File: src/rtl/fir_pkg.sv
// Shared types and sizes for the 16-tap FIR coefficient path.
package fir_pkg;

   localparam int NTAPS = 16;
   localparam int CW    = 16;
   localparam int IDXW  = $clog2(NTAPS);

   typedef logic signed [CW-1:0] coef_t;
   typedef coef_t coef_arr_t [NTAPS];

   typedef enum logic [1:0] {
      IDLE  = 2'd0,
      LOAD  = 2'd1,
      ARMED = 2'd2,
      SWAP  = 2'd3
   } coef_state_t;

endpackage

File: src/rtl/fir_coef_bank.sv
// Double-buffered coefficient storage: a serially written shadow bank and an
// active bank that is replaced as a whole on swap.
module fir_coef_bank
   import fir_pkg::*;
(
   input  logic            clk,
   input  logic            rst,
   input  logic            wr_en,
   input  logic [IDXW-1:0] wr_idx,
   input  coef_t           wr_data,
   input  logic            swap,
   output coef_arr_t       active
);

   coef_arr_t r_shadow;
   coef_arr_t r_active;

   always_ff @(posedge clk or posedge rst) begin
      if (rst) begin
         for (int i = 0; i < NTAPS; i++) begin
            r_shadow[i] <= '0;
            r_active[i] <= '0;
         end
      end else begin
         if (wr_en) begin
            r_shadow[wr_idx] <= wr_data;
         end
         // Whole-set copy so the filter never observes a mixed old/new bank.
         if (swap) begin
            r_active <= r_shadow;
         end
      end
   end

   assign active = r_active;

endmodule

File: src/rtl/fir_coef_ctrl.sv
// Coefficient load/commit controller: frames a serial word stream into the
// shadow bank and swaps it live on an input-sample strobe.
module fir_coef_ctrl
   import fir_pkg::*;
(
   input  logic      clk,
   input  logic      rst,
   input  logic      cfg_valid,
   output logic      cfg_ready,
   input  coef_t     cfg_data,
   input  logic      cfg_last,
   input  logic      commit_req,
   input  logic      sample_en,
   output coef_arr_t coef_o,
   output logic      busy,
   output logic      swap_done,
   output logic      load_err
);

   coef_state_t     r_state;
   logic [IDXW-1:0] r_idx;
   logic            r_commit_pend;
   logic            r_load_err;

   logic            w_accept;
   logic            w_idx_last;
   logic            w_swap;

   assign cfg_ready  = (r_state == IDLE) || (r_state == LOAD);
   assign w_accept   = cfg_valid && cfg_ready;
   assign w_idx_last = (r_idx == IDXW'(NTAPS - 1));
   // Swap lands on the sample_en edge, the same edge the filter shifts in xn.
   assign w_swap     = (r_state == ARMED) && (commit_req || r_commit_pend) && sample_en;

   assign busy      = (r_state != IDLE);
   assign swap_done = (r_state == SWAP);
   assign load_err  = r_load_err;

   always_ff @(posedge clk or posedge rst) begin
      if (rst) begin
         r_state       <= IDLE;
         r_idx         <= '0;
         r_commit_pend <= 1'b0;
         r_load_err    <= 1'b0;
      end else begin
         case (r_state)
            IDLE: begin
               if (w_accept) begin
                  if (cfg_last) begin
                     r_load_err <= 1'b1;
                     r_idx      <= '0;
                  end else begin
                     r_load_err <= 1'b0;
                     r_idx      <= r_idx + 1'b1;
                     r_state    <= LOAD;
                  end
               end
            end
            LOAD: begin
               if (w_accept) begin
                  if (w_idx_last && cfg_last) begin
                     r_state <= ARMED;
                  end else if (w_idx_last || cfg_last) begin
                     r_load_err <= 1'b1;
                     r_idx      <= '0;
                     r_state    <= IDLE;
                  end else begin
                     r_idx <= r_idx + 1'b1;
                  end
               end
            end
            ARMED: begin
               if (w_swap) begin
                  r_state <= SWAP;
               end else if (commit_req) begin
                  r_commit_pend <= 1'b1;
               end
            end
            SWAP: begin
               r_commit_pend <= 1'b0;
               r_idx         <= '0;
               r_state       <= IDLE;
            end
            default: r_state <= IDLE;
         endcase
      end
   end

   fir_coef_bank u_bank (
      .clk     (clk),
      .rst     (rst),
      .wr_en   (w_accept),
      .wr_idx  (r_idx),
      .wr_data (cfg_data),
      .swap    (w_swap),
      .active  (coef_o)
   );

endmodule
File: config.mk
export PLATFORM = sky130hd
export DESIGN_NAME = fir_coef_ctrl
export DESIGN_NICKNAME = d
export VERILOG_FILES = /design/src/rtl/fir_pkg.sv /design/src/rtl/fir_coef_bank.sv /design/src/rtl/fir_coef_ctrl.sv
export SDC_FILE = /design/constraint.sdc
export NUM_CORES = 1
export LEC_CHECK = 0
export BUFFER_PORTS_ARGS = -buffer_cell sky130_fd_sc_hd__buf_2
export CAP_MARGIN = 25
export CORE_ASPECT_RATIO = 0.9
export CORE_MARGIN = 3
export CORE_UTILIZATION = 35
export DETAILED_ROUTE_END_ITERATION = 6
export GPL_TIMING_DRIVEN = 1
export PLACE_DENSITY = 0.52
export SLEW_MARGIN = 30
export SYNTH_ARGS = -nofsm -noshare
export SYNTH_HDL_FRONTEND = slang
export SYNTH_SLANG_ARGS = --single-unit
File: constraint.sdc
create_clock -name clk -period 19.4 [get_ports clk]
set_clock_uncertainty 0.05 [all_clocks]
set_input_delay 4.85 -clock clk [delete_from_list [all_inputs] [get_ports clk]]
set_output_delay 4.85 -clock clk [all_outputs]
set_load 0.02 [all_outputs]
==> summary.md <==
| Metric | Value |
|---|---|
| Synthesized area per cell | `about 17 µm²` |
| H-tree Lvls | `2` |
| Top_reg_cell synth | `dfrtp_1` |
| Die height | `between 200 and 250 µm` |
| CTS tree | `built` |
| PortBufs | `roughly 280` |
| Die width | `between 200 and 300 µm` |
| Synth top cells by count | `520 x dfrtp_1, 512 x mux2_2, 29 x buf_2` |
| Share of post-route cells with drive strength above 1 | `roughly three fifths` |
| Max Fclk | `approximately 130 MHz` |
| Clock buffer depth | `3` |
| CP Capture Type | `flip-flop` |
| Final instance area | `roughly 24000 µm²` |
| Critical Path AT | `~8.0 ns` |
| Setup repair bufs after CTS | `0` |
| Final Max Tran Viols | `0` |
| RSZ-0062 raised after global routing | `false` |
| CTS Sinks | `520` |
| DR WL/cell | `around 22 µm` |
| Startpoint type of the worst setup path | `input pin` |
| Sequential share of the synthesized area | `about two thirds` |
| Fill cells | `approximately 5.2k` |
| Area delta synth->final | `20.1%` |
| Number of synthesized flops with an enable pin | `0` |
| Hold Path Class | `flip-flop to flip-flop` |
| Post-cts resize count | `0` |
| Post-route clock period utilization | `about two fifths` |
| Syn Inst Count | `1179` |
| Total number of vias | `around 11k` |
| Average via count per standard cell | `~4.8` |
| Fin. Hold Viols | `0` |
| Synth unique cells | `42` |
| Min cycle time layout | `about 7.5 ns` |
| Initial antenna violation count | `6` |
| Worst reg2reg startpoint | `r_state[0]` |
| Worst hold slack | `about 0.44 ns` |
| Asr flop ratio synth | `100%` |
| Outcome | `complete, no violations` |
| Syn Std Cell Area | `~20000 µm²` |
| Inst Count DP | `about 2.2k` |
| Hold_buf cts | `0` |
| Core area | `roughly 56000 µm²` |
| Final std cells w/o fill | `2266` |
| Crit path kind | `input pin to flip-flop` |
| Area leader, netlist | `dfrtp_1` |
| Placed Area | `approximately 22000 µm²` |
| Yosys warnings | `0` |
| Nets | `approximately 1.5k` |
| Total GRT Usage | `between 10% and 20%` |
| Largest net degree at the start of global routing | `between 100 and 150` |
| Total gr overflow | `0` |
| Synth top area share | `65.6%` |
| Final setup viols | `0` |
| Maxcap violations | `0` |
| Cts bufs inserted | `54` |
| Final antenna-violating net count | `0` |
| Cell Pwr Density | `135 nW/µm²` |
| Seq cells post-synth | `520` |
| Peak VDD IR | `~0.066 mV` |
| Critical path fanouts, max | `59` |
| Most common cell in the netlist | `dfrtp_1` |
| Worst-Skew Late Latency | `approximately 0.6 ns` |
| Clk slew on worst S/H paths | `around 0.060 ns` |
| Synth top area cells | `dfrtp_1 66%, mux2_2 29%, buf_2 0.73%` |
| Die Area | `~60000 µm²` |
| Clk root buf | `clkbuf_16` |
| First-pass GRT wire length | `between 70 and 80 mm` |
| Hpwl dp | `approximately 32 mm` |
| Pleak | `between 0.01 and 0.015 µW` |
| Vias in the first global route | `approximately 11k` |
| Final wirelength | `a little under 50 mm` |
| Initial core utilization | `between 30% and 40%` |
| Synth Net Count | `1209` |
| Global placement routability congestion | `between 0.7 and 0.8` |
| Pre-antenna DRT Iters | `4` |
| Crit path from | `commit_req` |
| Max_slew headroom | `between 30% and 40%` |
| Fin Setup TNS | `0 ns` |
| Critical hold path startpoint | `u_bank.r_shadow[136]` |
| CP required | `19.81 ns` |
| Worst-Margin Slew | `between 0.9 and 1 ns` |
| Number of I/O pins | `~280` |
| Total power | `about 3200 µW` |
| Number of core rows | `about 80` |
| DRC Markers | `0` |
| Initial DRC count | `roughly 500` |
final cells by class:
type | instances | area, µm² | share of cell area [%]
antenna | 1 | 2.50 | 0.0105
clock inverter | 16 | 213 | 0.893
sequential | 520 | 13000 | 54.6
inverter | 11 | 50.0 | 0.210
tap | 756 | 946 | 3.97
multi-input combinational | 584 | 6430 | 27.0
clock buffer | 79 | 1560 | 6.53
timing repair buffer | 299 | 1620 | 6.80
metrics by stage:
stage	util, %	setup WS (ns)
6_report	42.6	11.86
5_1_grt	42.6	11.63
4_1_cts	42.6	11.85
2_1_floorplan	-	7.44
3_3_place_gp	39.2	11.15
3_5_place_dp	39.4	11.22
state kept, by name (all words and copies together) (netlist names), named ones only:
name             flops
load_err             1
u_bank.active      256
r_state              1
r_commit_pend        1
u_bank.r_shadow    256
r_idx                4
cell families (layout without fill, tap and decap cells):
logic type	Yosys count	after routing	synth area share [%]
flip-flops	520	520	65.6
buffers and inverters	75	405	2.14
AND/OR/NAND/NOR	43	43	1.85
other	0	1	0
multiplexers	515	515	29.2
AO/OA/AOI/OAI	18	18	0.731
adder cells (fa/ha/maj)	8	8	0.504
per-layer routing:
metal	part of all wire, %	wire length (µm)	GRT usage (%)
met2	47	22700	25.7
met3	4.8	2330	3.15
met5	0.027	13	0
met4	1.7	837	4.02
met1	47	22800	23.6
report_power, final:
group	internal, µW	switching, µW	leakage (µW)
logic	318	353	0.00463
clock network	608	425	0.000870
registers	1370	155	0.00698
worst max-delay path, stage by stage:
cell and delay (ns):
buf_2 0.11, o211ai_1 0.18, buf_4 0.61, buf_4 0.76, buf_4 0.57, buf_12 0.30
mux2_2 0.37
cell usage in the layout (no fill, tap or decap), types with 2 or more instances in the layout:
master      count
bufinv_16       4
mux2_2        512
nand3_2         2
mux2i_1         2
clkbuf_8       11
buf_4           6
a21oi_1         3
o211ai_1        2
nand2_2         3
nor2_1          3
clkbuf_1       14
nand3_1         3
clkinvlp_4      2
nor2b_1         2
inv_1           9
buf_2         281
nand2b_1        2
clkinv_2        8
clkbuf_16      54
buf_6           9
nor3_4          8
dfrtp_1       520
a22o_2          2
or2b_1          2
nand2_1         8
ha_1            8
o21ai_0         2
buf_12          2
nor2_4          4
inv_6           2
final timing paths:
check / end / slack (ns) / cells after the start
worst max-delay path: u_bank.active[205] / 11.86 / 7
max in group asynchronous: u_bank.active[38] / 12.70 / 6
worst min register to register: u_bank.active[136] / 0.44 / 1
worst min-delay path: u_bank.active[136] / 0.44 / 1
min in group asynchronous: u_bank.r_shadow[139] / 4.42 / 3
worst max register to register: u_bank.active[205] / 15.53 / 8
Power figures use the tool's default switching activity.
